==> src/rtl/binarizer_pkg.sv <==
// Shared constants and the saturating adder used by the pupil-path binarizer.
package binarizer_pkg;

  localparam int unsigned DATA_W_DEF = 10;
  localparam int unsigned CNT_W_DEF  = 20;

  localparam logic POL_BRIGHT = 1'b0;
  localparam logic POL_DARK   = 1'b1;

  // a + b clamped to max_v; operands up to 32 bits, zero-extended by callers
  function automatic logic [31:0] sat_add(input logic [31:0] a,
                                          input logic [31:0] b,
                                          input logic [31:0] max_v);
    logic [32:0] s;
    s = {1'b0, a} + {1'b0, b};
    if (s > {1'b0, max_v}) return max_v;
    return s[31:0];
  endfunction

endpackage

==> src/rtl/frame_min_tracker.sv <==
// Running minimum of sampled pixels within a frame, plus a seen-any-pixel flag.
// Only built when AUTO_THRESH_EN is defined.
`ifdef AUTO_THRESH_EN
module frame_min_tracker
  import binarizer_pkg::*;
#(
  parameter int unsigned DATA_W = DATA_W_DEF
) (
  input  logic              iCLK,
  input  logic              iRST,
  input  logic              iSAMPLE,
  input  logic [DATA_W-1:0] iPIX,
  input  logic              iCLR,
  output logic [DATA_W-1:0] oMIN,
  output logic              oSEEN
);

  logic [DATA_W-1:0] min_q, min_d;
  logic              seen_q, seen_d;

  always_comb begin
    min_d  = min_q;
    seen_d = seen_q;
    if (iCLR) begin
      min_d  = '1;
      seen_d = 1'b0;
    end else if (iSAMPLE) begin
      min_d  = (iPIX < min_q) ? iPIX : min_q;
      seen_d = 1'b1;
    end
  end

  always_ff @(posedge iCLK or negedge iRST) begin
    if (!iRST) begin
      min_q  <= '1;
      seen_q <= 1'b0;
    end else begin
      min_q  <= min_d;
      seen_q <= seen_d;
    end
  end

  assign oMIN  = min_q;
  assign oSEEN = seen_q;

endmodule
`endif

==> src/rtl/binary_threshold_adapt.sv <==
// Pixel binarizer: threshold committed at frame start, per-frame foreground count.
// Define AUTO_THRESH_EN to build the previous-frame-minimum + offset auto threshold.
module binary_threshold_adapt
  import binarizer_pkg::*;
#(
  parameter int unsigned DATA_W         = DATA_W_DEF,
  parameter int unsigned CNT_W          = CNT_W_DEF,
  parameter int unsigned THRESH_DEFAULT = 190,
  parameter int unsigned OFFSET_DEFAULT = 24
) (
  input  logic              iCLK,
  input  logic              iRST,
  input  logic              iFVAL,
  input  logic              iDVAL,
  input  logic [DATA_W-1:0] iDATA,
  input  logic              iCFG_WR,
  input  logic [DATA_W-1:0] iCFG_THRESH,
  input  logic              iCFG_POL,
  input  logic              iCFG_AUTO,
  input  logic [DATA_W-1:0] iCFG_OFFSET,
  output logic [DATA_W-1:0] oDATA,
  output logic              oDVAL,
  output logic [DATA_W-1:0] oTHRESH,
  output logic [CNT_W-1:0]  oCOUNT,
  output logic              oFRAME_DONE
);

  localparam logic [DATA_W-1:0] THR_RST = DATA_W'(THRESH_DEFAULT);
  localparam logic [DATA_W-1:0] PIX_MAX = '1;
  localparam logic [CNT_W-1:0]  CNT_MAX = '1;

  logic              fval_q, fval_d;
  logic [DATA_W-1:0] sh_thresh_q, sh_thresh_d;
  logic              sh_pol_q, sh_pol_d;
  logic [DATA_W-1:0] act_thresh_q, act_thresh_d;
  logic              act_pol_q, act_pol_d;
  logic [DATA_W-1:0] data_q, data_d;
  logic              dval_q, dval_d;
  logic [CNT_W-1:0]  fg_cnt_q, fg_cnt_d;
  logic [CNT_W-1:0]  count_q, count_d;
  logic              done_q, done_d;

  logic frame_start, frame_end, tracked, fg_c;

  assign frame_start = iFVAL & ~fval_q;
  assign frame_end   = ~iFVAL & fval_q;
  assign tracked     = iFVAL & iDVAL;

`ifdef AUTO_THRESH_EN
  logic              sh_auto_q, sh_auto_d;
  logic [DATA_W-1:0] sh_offset_q, sh_offset_d;
  logic [DATA_W-1:0] act_offset_q, act_offset_d;
  logic [DATA_W-1:0] cand_q, cand_d;
  logic [DATA_W-1:0] min_c;
  logic              seen_c;

  frame_min_tracker #(.DATA_W(DATA_W)) u_min (
    .iCLK    (iCLK),
    .iRST    (iRST),
    .iSAMPLE (tracked),
    .iPIX    (iDATA),
    .iCLR    (frame_end),
    .oMIN    (min_c),
    .oSEEN   (seen_c)
  );
`else
  logic unused_cfg;
  assign unused_cfg = ^{iCFG_AUTO, iCFG_OFFSET, DATA_W'(OFFSET_DEFAULT)};
`endif

  always_comb begin
    fval_d       = iFVAL;
    sh_thresh_d  = sh_thresh_q;
    sh_pol_d     = sh_pol_q;
    act_thresh_d = act_thresh_q;
    act_pol_d    = act_pol_q;
    fg_cnt_d     = fg_cnt_q;
    count_d      = count_q;
    done_d       = 1'b0;
`ifdef AUTO_THRESH_EN
    sh_auto_d    = sh_auto_q;
    sh_offset_d  = sh_offset_q;
    act_offset_d = act_offset_q;
    cand_d       = cand_q;
`endif

    if (iCFG_WR) begin
      sh_thresh_d = iCFG_THRESH;
      sh_pol_d    = iCFG_POL;
`ifdef AUTO_THRESH_EN
      sh_auto_d   = iCFG_AUTO;
      sh_offset_d = iCFG_OFFSET;
`endif
    end

    // Commit reads the pre-write shadow so a coincident write lands next frame
    if (frame_start) begin
      act_pol_d    = sh_pol_q;
      act_thresh_d = sh_thresh_q;
`ifdef AUTO_THRESH_EN
      act_offset_d = sh_offset_q;
      if (sh_auto_q) act_thresh_d = cand_q;
`endif
    end

    // Compare against the next active set so the frame-start pixel sees the new threshold
    fg_c   = (act_pol_d == POL_DARK) ? (iDATA < act_thresh_d) : (iDATA > act_thresh_d);
    data_d = (iDVAL && fg_c) ? PIX_MAX : '0;
    dval_d = iDVAL;

    if (frame_end) begin
      count_d  = fg_cnt_q;
      done_d   = 1'b1;
      fg_cnt_d = '0;
`ifdef AUTO_THRESH_EN
      if (seen_c) cand_d = DATA_W'(sat_add(32'(min_c), 32'(act_offset_q), 32'(PIX_MAX)));
`endif
    end else if (tracked && fg_c) begin
      fg_cnt_d = CNT_W'(sat_add(32'(fg_cnt_q), 32'd1, 32'(CNT_MAX)));
    end
  end

  always_ff @(posedge iCLK or negedge iRST) begin
    if (!iRST) begin
      fval_q       <= 1'b0;
      sh_thresh_q  <= THR_RST;
      sh_pol_q     <= POL_BRIGHT;
      act_thresh_q <= THR_RST;
      act_pol_q    <= POL_BRIGHT;
      data_q       <= '0;
      dval_q       <= 1'b0;
      fg_cnt_q     <= '0;
      count_q      <= '0;
      done_q       <= 1'b0;
`ifdef AUTO_THRESH_EN
      sh_auto_q    <= 1'b0;
      sh_offset_q  <= DATA_W'(OFFSET_DEFAULT);
      act_offset_q <= DATA_W'(OFFSET_DEFAULT);
      cand_q       <= THR_RST;
`endif
    end else begin
      fval_q       <= fval_d;
      sh_thresh_q  <= sh_thresh_d;
      sh_pol_q     <= sh_pol_d;
      act_thresh_q <= act_thresh_d;
      act_pol_q    <= act_pol_d;
      data_q       <= data_d;
      dval_q       <= dval_d;
      fg_cnt_q     <= fg_cnt_d;
      count_q      <= count_d;
      done_q       <= done_d;
`ifdef AUTO_THRESH_EN
      sh_auto_q    <= sh_auto_d;
      sh_offset_q  <= sh_offset_d;
      act_offset_q <= act_offset_d;
      cand_q       <= cand_d;
`endif
    end
  end

  assign oDATA       = data_q;
  assign oDVAL       = dval_q;
  assign oTHRESH     = act_thresh_q;
  assign oCOUNT      = count_q;
  assign oFRAME_DONE = done_q;

endmodule

==> config.mk <==
export PLATFORM = sky130hd
export DESIGN_NAME = binary_threshold_adapt
export DESIGN_NICKNAME = d
export VERILOG_FILES = /design/src/rtl/binarizer_pkg.sv /design/src/rtl/frame_min_tracker.sv /design/src/rtl/binary_threshold_adapt.sv
export SDC_FILE = /design/constraint.sdc
export NUM_CORES = 1
export LEC_CHECK = 0
export ABC_AREA = 1
export BUFFER_PORTS_ARGS = -buffer_cell sky130_fd_sc_hd__buf_2
export CAP_MARGIN = 25
export CORE_UTILIZATION = 49
export CTS_CLUSTER_DIAMETER = 40
export DETAILED_ROUTE_END_ITERATION = 16
export PLACE_DENSITY = 0.83
export SLEW_MARGIN = 0
export SYNTH_ARGS = -nofsm -noshare
export SYNTH_HDL_FRONTEND = slang
export SYNTH_HIERARCHICAL = 1
export SYNTH_SLANG_ARGS = --single-unit
==> constraint.sdc <==
create_clock -name iCLK -period 2.18 [get_ports iCLK]
set_clock_uncertainty 0.05 [all_clocks]
set_input_delay 0.327 -clock iCLK [delete_from_list [all_inputs] [get_ports iCLK]]
set_output_delay 0.327 -clock iCLK [all_outputs]
set_load 0.1 [all_outputs]
==> impl.org <==
** Final layout
- Core utilization of the finished layout :: 71.2%
- Area Overhead vs Synth :: 36.9%
- After the last flow step, the layout net total stands at 609.
- The number of antenna diodes in the final layout is 0.
- Finished Cell Area :: 4940 um^2
- Cells with a size suffix above 1 make up 38.6% of the layout.

** Route
- Remaining routing DRC violations :: 0
- Post-route ant nets :: 0
- Total routed wirelength :: 12.2 mm
- The pre-antenna-repair detailed-routing pass consisted of 6 iterations.
- First-iteration detailed-routing DRC count :: 426
- Vias after detailed routing :: 3,848
- After detailed routing, the number of vias per cell comes to 5.82.
- After detailed routing, the average wire length per cell comes to 18.5 um.

** Logic synthesis
- The mapped netlist covers 3610 um^2.
- Count of state elements after synthesis :: 66
- After technology mapping, the gate count stands at 471.
- Sequential elements use 46.2% of the synthesized area.
- Post-Synthesis Mean Instance Area :: 7.66 um^2
- The Yosys step of the flow raised 6 warnings.
- Synth unique cells :: 26
- Synthesized net count :: 520

** Worst hold path
- Along the worst hold path, the cell count comes to 1.
- Hold wc startpoint :: iDVAL
- For hold timing, the worst endpoint is oDVAL$_DFF_PN0_.
- The tightest min-delay check is of the input pin to flip-flop type.

** Global route
- First-pass GRT wire length :: 19.4 mm
- For this run the aggregate overflow at the end of global routing stands at 0.
- Tot GR Track Use :: 33.8%
- Number of global-route vias before repair :: 3,885
- Maximum number of pins on one net before global-route repair :: 67
- Number of antenna violations at the first check in global routing :: 0

** Timing
- Final setup violation count :: 21
- Fmax :: 0.358 GHz
- Hold Fails Final Rpt :: 0
- The number of slew-limit violations in the final report is 0.
- Dividing the final minimum period by the clock period gives 128%.
- For the final routed database, the setup TNS stands at -11.81 ns.
- In the post-route analysis, the smallest setup slack over all paths is -0.611 ns.
- In this run the tightest slew margin relative to its limit is 66.1%.
- Fin crit period :: 2.79 ns
- At the pin with the least slew margin, the transition time is 0.512 ns.
- Setup repair after global routing could not meet its margin everywhere.

** Placement
- HPWL after DPL :: 6.30 mm
- GP Congestion :: 0.920
- Once placement finished, the instance area stood at 4170 um^2.
- In this run the tool buffered the top-level ports with 67 buffer cells.

** Worst setup path
- The endpoint identified for the worst register-to-register timing path is fg_cnt_q[2]$_DFFE_PN0P_.
- Worst endpoint data arrival time :: 2.98 ns
- Register-to-Register Path Depth :: 18
- The worst setup path is captured at a flip-flop.
- Worst R2R Start :: fval_q$_DFF_PN0_
- Maximum net fanout on the critical path :: 9
- The worst setup path is launched from a flip-flop.
- The setup path with the least slack is of type flip-flop to flip-flop.
- In this run the register-to-register setup slack is -0.61 ns.
- Req. time, crit path :: 2.36 ns

** Clock network
- Clock-pin slew was measured on the worst setup and hold paths at 0.07 ns.
- Clock Latency Late Sink :: 0.35 ns
- In this run the number of H-tree levels came out at 3.
- The clock drives 66 sinks.
- Clock buffer count from CTS :: 9
- TritonCTS clock tree :: done
- The root buffer cell chosen for the clock tree is sky130_fd_sc_hd__clkbuf_8.
- The longest clock path from root to sink contains 2 buffers.

** Die
- Width of the chip :: 87.8 um
- Once the floorplan was initialized, standard cells occupied 52.0% of the core.
- Chip Height :: 87.8 um
- The initialized floorplan defines 30 standard-cell rows.
- The floorplan step defined a core boundary enclosing 6940 um^2.
- I/O pin count :: 79
- The die covers 7710 um^2.

** Power
- Leakage power total :: 2.59 nW
- Peak supply drop :: 315 uV
- Power per standard cell area :: 769 nW/um^2

** Status
- The flow ran to the end, but the final reports show violations.
- The final reports fail on setup timing.

** Flow run
- Across the run, the number of max-cap violations was 0.
## layout by cell type, fill, tap and decap left out, drive strengths merged
cell and instances:
dlygate4sd3 1, xor2 2, nand4 10, o21ai 36
clkinvlp 2, dfrtp 54, mux2 8, ha 12
a21oi 3, nand2 155, o211ai 1, nor3 3
nor2 36, nand3 56, clkinv 4, clkbuf 11
dfstp 12, buf 101, inv 57, bufinv 1
## final cells by class
type / instances / area (um^2)
Fill cell: 412 / 2000
Clock inverter: 6 / 57.6
Inverter: 58 / 224
Timing Repair Buffer: 103 / 779
Tap cell: 96 / 120
Clock buffer: 10 / 128
Sequential cell: 66 / 1690
Multi-Input combinational cell: 322 / 1940
## report_power, final
| group | switching, mW | internal, mW |
|---|---|---|
| Clock | 0.502 | 0.521 |
| Sequential | 0.0627 | 1.34 |
| Combinational | 1.00 | 0.373 |
| Total | 1.57 | 2.23 |
## sequential cells by signal (all words and copies together) (netlist names)
| signal | count |
|---|---|
| act_pol_q | 1 |
| oCOUNT | 20 |
| oFRAME_DONE | 1 |
| oDATA | 1 |
| oDVAL | 1 |
| oTHRESH | 10 |
| sh_pol_q | 1 |
| fval_q | 1 |
| fg_cnt_q | 20 |
| sh_thresh_q | 10 |
## cells in the mapped netlist
master,n,share of area [%]
sky130_fd_sc_hd__inv_2,2,0.21
sky130_fd_sc_hd__buf_6,1,0.31
sky130_fd_sc_hd__nor2_4,3,0.94
sky130_fd_sc_hd__a21oi_1,3,0.42
sky130_fd_sc_hd__o21ai_1,1,0.14
sky130_fd_sc_hd__nor2_1,30,3.1
sky130_fd_sc_hd__nand3_2,1,0.28
sky130_fd_sc_hd__buf_4,10,2.1
sky130_fd_sc_hd__inv_1,56,5.8
sky130_fd_sc_hd__o211ai_1,1,0.21
sky130_fd_sc_hd__o21ai_0,35,4.9
sky130_fd_sc_hd__nand4_1,10,1.7
sky130_fd_sc_hd__dfrtp_1,54,37
sky130_fd_sc_hd__clkbuf_1,11,1.1
sky130_fd_sc_hd__nand2_4,1,0.31
sky130_fd_sc_hd__nand2_2,2,0.35
sky130_fd_sc_hd__nand2_1,152,16
sky130_fd_sc_hd__nand3_1,55,7.6
sky130_fd_sc_hd__nor3_1,3,0.42
sky130_fd_sc_hd__nor2_2,3,0.52
sky130_fd_sc_hd__dfstp_2,12,8.7
sky130_fd_sc_hd__xor2_1,2,0.49
sky130_fd_sc_hd__mux2_2,8,2.5
sky130_fd_sc_hd__buf_2,2,0.28
sky130_fd_sc_hd__buf_1,1,0.10
sky130_fd_sc_hd__ha_1,12,4.2
## repair_timing
| item | CTS | global route |
|---|---|---|
| buffers inserted | 9 | 2 |
| gates cloned | 5 | 1 |
| pin swaps | 5 | 23 |
| gates resized for setup | 58 | 47 |
| endpoints found under the hold margin | 54 | 0 |
| hold buffers | 1 | 0 |
| setup endpoints to repair | 21 | 21 |
## metrics by stage
| stage | power, mW | hold WS [ns] | setup slack, ns | cells |
|---|---|---|---|---|
| floorplan | 2.28 | -0.0186 | -0.219 | 471 |
| global placement | 2.47 | 0.315 | -0.280 | 632 |
| detailed placement | 2.50 | 0.315 | -0.435 | 632 |
| CTS | 3.67 | 0.0621 | -0.289 | 661 |
| global route | 3.92 | 0.0614 | -0.756 | 661 |
| finish | 3.80 | 0.0600 | -0.611 | 661 |
## worst max path at each step
stage                                     from                        to  slack (ns)  cells after the start
after CTS                     fval_q$_DFF_PN0_  fg_cnt_q[11]$_DFFE_PN0P_       -0.29                     19
after global placement                   iFVAL   fg_cnt_q[1]$_DFFE_PN0P_       -0.28                     17
final                         fval_q$_DFF_PN0_   fg_cnt_q[2]$_DFFE_PN0P_       -0.61                     18
after global routing      oTHRESH[7]$_DFF_PN1_   fg_cnt_q[2]$_DFFE_PN0P_       -0.76                     16
after floorplan           oTHRESH[3]$_DFF_PN1_   fg_cnt_q[7]$_DFFE_PN0P_       -0.22                     16
after detailed placement                 iFVAL  fg_cnt_q[15]$_DFFE_PN0P_       -0.44                     17
## critical path, cell delays in order, from the launching register on
cell	delay [ns]
sky130_fd_sc_hd__dfrtp_1	0.38
sky130_fd_sc_hd__inv_2	0.08
sky130_fd_sc_hd__nand2_4	0.10
sky130_fd_sc_hd__buf_16	0.16
sky130_fd_sc_hd__nand2_1	0.11
sky130_fd_sc_hd__o21ai_2	0.10
sky130_fd_sc_hd__ha_1	0.29
sky130_fd_sc_hd__nand2_2	0.08
sky130_fd_sc_hd__nor2_1	0.05
sky130_fd_sc_hd__nor3_2	0.25
sky130_fd_sc_hd__nand3_2	0.15
sky130_fd_sc_hd__nand2_2	0.11
sky130_fd_sc_hd__nand2_2	0.08
sky130_fd_sc_hd__nor2_4	0.14
sky130_fd_sc_hd__nand2_4	0.09
sky130_fd_sc_hd__buf_6	0.14
sky130_fd_sc_hd__buf_8	0.14
sky130_fd_sc_hd__nand3_1	0.09
sky130_fd_sc_hd__nand2_2	0.07
## routing by layer
metal,part of all wire [%],track usage (%)
met4,6.7,23.2
met5,0,0
met1,35,37.6
met2,49,57.2
met3,9.2,8.20
## logic make-up (layout without fill, tap and decap cells)
kind of cell | count (synthesis) | count (layout) | synth area share (%)
muxes | 8 | 8 | 2.50
adders and majority gates | 12 | 12 | 4.16
DFF | 66 | 66 | 46.2
and+or+nand+nor | 260 | 260 | 31.1
AOI/OAI and AO/OA | 40 | 40 | 5.62
buffers and inverters | 83 | 177 | 9.95
xor gates and xnor gates | 2 | 2 | 0.486
No activity file was read; power rests on OpenSTA's default activity.
